**config.mk**
```make
export PLATFORM = sky130hd
export DESIGN_NAME = store_buffer
export DESIGN_NICKNAME = d
export VERILOG_FILES = /design/src/rtl/store_buffer.sv
export SDC_FILE = /design/constraint.sdc
export NUM_CORES = 1
export LEC_CHECK = 0
export CORE_ASPECT_RATIO = 1.5
export CORE_MARGIN = 2
export CORE_UTILIZATION = 55
export DETAILED_ROUTE_END_ITERATION = 10
export DONT_BUFFER_PORTS = 1
export GPL_TIMING_DRIVEN = 0
export PLACE_DENSITY_LB_ADDON = 0.2
export REMOVE_ABC_BUFFERS = 1
export SYNTH_ARGS = -nofsm -noshare
export SYNTH_HDL_FRONTEND = slang
export SYNTH_SLANG_ARGS = --single-unit
```
**constraint.sdc**
```tcl
create_clock -name clk -period 8.7 [get_ports clk]
set_input_delay 2.61 -clock clk [delete_from_list [all_inputs] [get_ports clk]]
set_output_delay 2.61 -clock clk [all_outputs]
set_load 0.02 [all_outputs]
```
**src/rtl/store_buffer.sv**
```systemverilog
// Posted-write store buffer: aligns SB/SH/SW stores to byte lanes, queues them
// in a DEPTH-entry FIFO, drains over valid/ready and flags load-word hazards.
module sb_hazard_lane (
  input  logic        vld,
  input  logic [29:0] ent_word,
  input  logic [29:0] ld_word,
  output logic        hit
);
  assign hit = vld & (ent_word == ld_word);
endmodule

module store_buffer #(
  parameter int DEPTH = 4
) (
  input  logic                       clk,
  input  logic                       rst_n,
  input  logic                       st_valid,
  input  logic [31:0]                st_addr,
  input  logic [31:0]                st_data,
  input  logic [1:0]                 store_control,
  output logic                       st_ready,
  input  logic                       ld_valid,
  input  logic [31:0]                ld_addr,
  output logic                       ld_hazard,
  output logic                       mem_valid,
  output logic [31:0]                mem_addr,
  output logic [31:0]                mem_wdata,
  output logic [3:0]                 mem_wstrb,
  input  logic                       mem_ready,
  output logic                       st_error,
  output logic [$clog2(DEPTH):0]     count,
  output logic                       empty
);
  localparam int AW = $clog2(DEPTH);
  localparam int CW = AW + 1;

  typedef struct packed {
    logic [29:0] addr;
    logic [31:0] data;
    logic [3:0]  strb;
  } sb_entry_t;

  logic [AW-1:0]    head_q, head_d, tail_q, tail_d;
  logic [CW-1:0]    count_q, count_d;
  logic [DEPTH-1:0] vld_q, vld_d;
  logic             st_error_q, st_error_d;
  sb_entry_t        ent_q [DEPTH];
  sb_entry_t        fmt, head_e;
  logic             legal, full, push, pop;
  logic [DEPTH-1:0] hits;
  logic             ld_unused;

  assign ld_unused = ^ld_addr[1:0];

  always_comb begin
    fmt      = '0;
    fmt.addr = st_addr[31:2];
    fmt.data = st_data;
    legal    = 1'b0;
    case (store_control)
      2'b00: begin
        fmt.data = {4{st_data[7:0]}};
        fmt.strb = 4'b0001 << st_addr[1:0];
        legal    = 1'b1;
      end
      2'b01: begin
        fmt.data = {2{st_data[15:0]}};
        fmt.strb = st_addr[1] ? 4'b1100 : 4'b0011;
        legal    = ~st_addr[0];
      end
      2'b10: begin
        fmt.strb = 4'b1111;
        legal    = (st_addr[1:0] == 2'b00);
      end
      default: legal = 1'b0;
    endcase
  end

  // st_ready comes from registered count only, keeping mem_ready off its path
  assign full     = (count_q == CW'(DEPTH));
  assign empty    = (count_q == '0);
  assign st_ready = ~full;
  assign push     = st_valid & st_ready & legal;
  assign pop      = mem_valid & mem_ready;

  always_comb begin
    head_d     = pop  ? head_q + AW'(1) : head_q;
    tail_d     = push ? tail_q + AW'(1) : tail_q;
    count_d    = count_q + CW'(push) - CW'(pop);
    st_error_d = st_valid & st_ready & ~legal;
    vld_d      = vld_q;
    if (pop)  vld_d[head_q] = 1'b0;
    if (push) vld_d[tail_q] = 1'b1;
  end

  always_ff @(posedge clk or negedge rst_n) begin
    if (!rst_n) begin
      head_q     <= '0;
      tail_q     <= '0;
      count_q    <= '0;
      vld_q      <= '0;
      st_error_q <= 1'b0;
    end else begin
      head_q     <= head_d;
      tail_q     <= tail_d;
      count_q    <= count_d;
      vld_q      <= vld_d;
      st_error_q <= st_error_d;
    end
  end

  // storage needs no reset: outputs are masked while empty
  always_ff @(posedge clk) begin
    if (push) ent_q[tail_q] <= fmt;
  end

  assign head_e    = ent_q[head_q];
  assign mem_valid = ~empty;
  assign mem_addr  = empty ? 32'h0 : {head_e.addr, 2'b00};
  assign mem_wdata = empty ? 32'h0 : head_e.data;
  assign mem_wstrb = empty ? 4'h0  : head_e.strb;
  assign st_error  = st_error_q;
  assign count     = count_q;

  for (genvar i = 0; i < DEPTH; i++) begin : g_lane
    sb_hazard_lane u_lane (
      .vld      (vld_q[i]),
      .ent_word (ent_q[i].addr),
      .ld_word  (ld_addr[31:2]),
      .hit      (hits[i])
    );
  end

  assign ld_hazard = ld_valid & (|hits);
endmodule
```
## Word level (Yosys, flattened, before mapping)

Memory sizes are Yosys's and may differ from the RTL's.
Cells that the tools add are included.

- $add $sub $neg: 4
- $mul: 0
- Divide/modulo/power cells: 0
- Order comparisons: 4
- Equal/unequal tests: 7
- Shift operators: 1
- Mux-type cells: 15
- Bitwise gates (word level): 16
- Reduce and logical (&&, ||, !) cells: 6

Operators by type and width:

| kind | number |
|---|---|
| 30-bit equality test | 4 |
| 32-bit two-way mux | 2 |
| 32-bit case mux with 2 select lines | 1 |
| 4-bit two-way mux | 4 |
| 4-bit case mux with 3 select lines | 1 |
| 1-bit bitwise AND | 9 |
| 2-bit by 3-bit < comparator with 1-bit output, second input constant | 2 |
| 2-bit by 1-bit adder with 2-bit output, second input constant | 2 |
| 4-bit bitwise AND | 1 |
| 1-bit demux with 2-bit select | 2 |
| 2-bit by 1-bit >= comparator with 1-bit output, second input constant | 2 |
| 2-bit logical NOT | 2 |
| 1-bit two-way mux | 4 |
| 1-bit NOT | 4 |
| 4-bit NOT | 1 |
| 4-bit bitwise OR | 1 |
| 4-bit OR reduction | 1 |
| 1-bit by 2-bit << shifter with 4-bit output, first input constant | 1 |
| 3-bit by 1-bit adder with 3-bit output | 1 |
| 3-bit equality test, second input constant | 1 |
| 3-bit logical NOT | 1 |
| 1-bit case mux with 3 select lines | 1 |
| 3-bit by 1-bit subtractor with 3-bit output | 1 |
| 2-bit by 1-bit equality test with 1-bit output, second input constant | 1 |
| 2 further kinds | 3 |

- Register bits after elaboration: 12
- Latch bits: 0
- Bits in writable memories: 264
- Memory bits (read-only): 0
- Input bits: 103
- Word-level logic and storage cells: 59
- Memories kept: 1

Memories:

| memory | words | bits a word | read ports | clocked after Yosys merged registers in | wr ports | RTL line | RTL |
|---|---|---|---|---|---|---|---|
| ent_q | 4 | 66 | 5 | 0 | 1 | 47 | `sb_entry_t ent_q [DEPTH];` |

## Depth between registers and ports, before layout

Gate-level depths: netlist of run 1.

- Depth after elaboration: 9
- Gate-level depth with buffers: 13

## By module

A second synthesis of run 1 with hierarchy kept.

- Cells, all modules: 700
- Area, all modules: 12454.4 µm²

Modules (own cells, without submodules):

| module | times used | cells an instance | area an instance (µm²) | sequential area each (µm²) |
|---|---|---|---|---|
| store_buffer | 1 | 540 | 11123.2 | 8227.9 |
| sb_hazard_lane | 4 | 40 | 332.8 | 0.0 |

## Worst setup path before layout of run 1

OpenSTA, ideal clock, no wires.

- Path type: input-to-output
- Start: input port ld_addr[3]
- End: output port ld_hazard
- Arrival: 3870 ps
- Data required time: 6090 ps
- Path slack: 2220 ps
- Stages on the path: 6
- Cells stage by stage: clkbuf_1 -> xnor2_1 -> nand4_1 -> nor4_1 -> nand4_1 -> a41oi_1

- Word-level cells in the longest chain between the ends: 4
- Elaborated cells on any way between the ends: 10
- Those cells by class: eq/ne (4); bitwise (5); reduce/logical (1)

Ends and longest elaborated chain:

| item | RTL line | RTL |
|---|---|---|
| start: declaration | 23 | `input logic [31:0] ld_addr,` |
| 30-bit equality test | 9 | `assign hit = vld & (ent_word == ld_word);` |
| 1-bit bitwise AND | 9 |  |
| 4-bit OR reduction * | 134 | `assign ld_hazard = ld_valid & (\|hits);` |
| 1-bit bitwise AND * | 134 |  |
| end: declaration | 24 | `output logic ld_hazard,` |

Mark *: on every way between the ends. The rest lies on a longest branch, timed or not.

## Final worst setup path of run 1

- Start: input port ld_addr[25]
- End: output port ld_hazard

Same word-level chain as after synthesis.

==> flow_metrics.py, run 1 <==
metrics = {
    "logic_synthesis": {
        "syn-cell-area_sq_um": 12500,
        "syn_inst": 721,
        "synth-seq-cells": 276,
        "yosysTopAreaCellShare": 0.635,
        "ys_seq_area_frac": 0.660,
        "ys_warn_count": 0,
        "synthTopCellsByArea": "edfxtp_1 64%, mux4_2 12%, xnor2_1 5.6%",
        "synth.avg_cell_area_sq_um": 17.3,
        "synth_top_area_cell": "edfxtp_1",
        "ys_types": 30,
    },
    "floorplan": {
        "die_width_um": 127,
        "fp.dieArea_sq_um": 23900,
        "start_util": 0.559,
        "die_h_um": 188,
        "io_pins": 179,
        "rows": 67,
        "core_sq_um": 22300,
    },
    "global_route": {
        "track_usage": 0.225,
        "grt_max_degree": 54,
        "grt_pass1_vias": 6656,
        "antenna_found_initial": 0,
        "grt_pass1_wl_um": 40200,
        "globalRouteOverflowTotal": 0,
    },
    "clock_tree": {
        "clk_latency_ns": 0.53,
        "htreeDepth": 1,
        "cts_buffers": 26,
        "root_buffer": "clkbuf_16",
        "cts.sink_count": 276,
        "clk_pin_slew_ns": 0.06,
        "hold_buffers": 0,
        "cts_tree": "done",
        "cts_resized": 0,
        "cts_setup_buffers": 0,
        "cts_buffer_depth": 3,
    },
    "route": {
        "via_per_inst": 6.11,
        "antenna_left": 0,
        "drt-pass1-iter-count": 4,
        "routed_wl_um": 26900,
        "wl_per_cell_um": 26.7,
        "drc": 0,
        "drt_iter0_drc": 427,
        "routed-via-count": 6142,
    },
    "critical_path": {
        "worstSetupStartpointType": "input pin",
        "critPathCaptureType": "primary output",
        "cp.arrival_ns": 4.37,
        "critPathMostFrequentCell": "nand4_1",
        "critical_path.cell_chain": "xnor2_1, nand4_1, nor4_1, nand4_1, a41oi_1",
        "required_ns": 6.09,
        "r2r_start": "count[1]",
        "ff2ff_path_depth": 12,
        "r2r_end": "count[2]",
        "critical_path_class": "in -> out",
        "slowest_delay_ns": 0.57,
        "crit_slowest_cell": "a41oi_1",
        "reg2reg_slack_ns": 5.50,
        "cp_max_fo": 4,
    },
    "place": {
        "gp_congestion": 0.867,
        "dp_hpwl_um": 18300,
        "portBuffers": 0,
    },
    "power_and_ir_drop": {
        "ir_drop_mv": 0.202,
        "switching_share": 0.330,
        "seq_power_share": 0.421,
        "p_total_uw": 4160,
        "power.switching_uw": 1370,
        "combPwrFrac": 0.318,
        "p_leak_uw": 0.00433,
        "pwr-share-clk": 0.261,
        "power_density_nw_per_um2": 307,
        "intPower_uw": 2790,
    },
    "worst_hold_path": {
        "hold_start": "vld_q[1]",
        "hold_path_depth": 1,
        "worstHoldEndpoint": "vld_q[1]",
        "hold_path_class": "reg -> reg",
    },
    "timing": {
        "tightest_slew_ns": 0.794,
        "timing.fmax_mhz": 143,
        "hold_viol_final": 0,
        "period_share": 0.802,
        "slew_headroom": 0.469,
        "setup_viol": 0,
        "drv_slew": 0,
        "fin_tns_setup_ns": 0,
        "period_needed_ns": 6.98,
        "skew_ns": 0.0174,
        "rsz0062_at_grt": "no",
    },
    "final_layout": {
        "synthToLayoutAreaGrowth_pct": 8.71,
        "drive_above_1_share": 0.184,
        "utilization": 0.608,
        "fin_nets": 824,
        "diodes": 0,
    },
    "status": {
        "outcome": "finished clean",
    },
    "job": {
        "maxCapViolCount": 0,
    },
}
## layout by cell type, fill, tap and decap left out, types with 2 or more instances in the layout
cell type,n
edfxtp_1,264
xnor2_1,80
and2_1,67
mux4_2,66
xor2_1,44
clkbuf_16,27
nand4_1,24
mux2_2,17
nor4_1,16
nand2_1,15
inv_1,11
o21ai_0,10
ha_1,10
dfrtp_1,10
mux2i_1,9
nor2_1,6
a21oi_1,6
clkinv_1,6
clkbuf_1,6
clkinv_2,5
buf_12,5
a22o_1,4
and2_4,4
buf_16,3
nor3_1,2
conb_1,2
bufinv_16,2
dfrtp_4,2
## synth_stat cells
cell type    n
mux2_2      17
a22o_1       4
or3_1        1
clkbuf_1    24
mux2i_1      9
buf_1        5
ha_1        10
and2_1      71
buf_2       11
mux4_2      66
dfrtp_1     12
nor2_1       6
o21ai_0     10
xnor2_1     80
buf_12       4
fa_1         1
inv_1       11
a41oi_1      1
nand2b_1     1
nor4_1      16
buf_4        3
edfxtp_1   264
nor2_2       1
a21oi_1      6
conb_1       1
nand4_1     24
nor3_1       2
nand2_1     15
xor2_1      44
buf_6        1
## worst max-delay path: cells and delay by family
family | cells | cell delay, ns
AOI/OAI and AO/OA | 1 | 0.57
and+or+nand+nor | 3 | 0.82
xor gates and xnor gates | 1 | 0.37
## worst max path at each step
stage	endpoint	from	depth (start not counted)
6_report	ld_hazard	ld_addr[25]	5
5_1_grt	ld_hazard	ld_addr[25]	5
4_1_cts	ld_hazard	ld_addr[25]	5
3_5_place_dp	ld_hazard	ld_addr[25]	5
3_3_place_gp	mem_addr[8]	head_q[0]	2
2_1_floorplan	ld_hazard	ld_addr[3]	5
## logic make-up after synthesis
logic type | after synthesis | synth area share
other cells | 1 | 0.000301
xor+xnor | 124 | 0.0871
mux | 92 | 0.142
simple gates | 137 | 0.0643
buf+inv | 59 | 0.0256
compound gates | 21 | 0.00993
fa+ha+maj | 11 | 0.0116
flops | 276 | 0.660
## area by class of cell
| class | instances | area [sq um] |
|---|---|---|
| Sequential cell | 276 | 8240 |
| Clock inverter | 14 | 115 |
| Inverter | 11 | 41.3 |
| Tap cell | 276 | 345 |
| Fill cell | 1651 | 8740 |
| Clock buffer | 33 | 698 |
| Multi-Input combinational cell | 387 | 3940 |
| Timing Repair Buffer | 8 | 183 |
## routing by layer
metal	global-route usage	share of wire	vias to the layer above	routed length, um
li1	-	-	2715	-
met1	0.255	0.35	3180	9380
met2	0.404	0.54	206	14500
met3	0.0642	0.077	41	2080
met4	0.0782	0.033	0	899
met5	0	0	-	0
## power by group through the flow
stage	Clock (uW)	Sequential (uW)	Combinational [uW]
finish	1090	1750	1330
global route	1160	1770	1420
CTS	1110	1750	1350
detailed placement	0	1780	1350
global placement	0	1910	1230
floorplan	0	1820	1000
## flip-flops by register name, summed over array words and instances, names as in the netlist
signal	flops
ent_q	264
tail_q	2
vld_q	4
head_q	2
count	3
st_error	1
## metrics by stage
stage,instances,hold slack [ns],instance area (sq um),setup WS [ns]
CTS,1005,0.523,13600,1.74
global route,1005,0.565,13600,1.67
finish,1005,0.531,13600,1.72
global placement,950,0.508,12500,1.24
detailed placement,958,0.503,12700,1.75
floorplan,674,0.466,12200,2.44
No activity file was read; power rests on OpenSTA's default activity.
==> inputs of run 2 (changes only) <==
==> constraint.sdc (replaced) <==
create_clock -name clk -period 6.5 [get_ports clk]
set_input_delay 1.95 -clock clk [delete_from_list [all_inputs] [get_ports clk]]
set_output_delay 1.95 -clock clk [all_outputs]
set_load 0.02 [all_outputs]
==> results of run 2 <==
The final DEF is identical to that of run 1. Status: finished clean.
Among the figures that moved: setup slack after placement 1.75 ns -> 0.874 ns; setup slack after layout 1.72 ns -> 0.843 ns; register-to-register setup slack 5.50 ns -> 3.30 ns; total power 4160 uW -> 5570 uW; worst IR drop on VDD 0.202 mV -> 0.271 mV
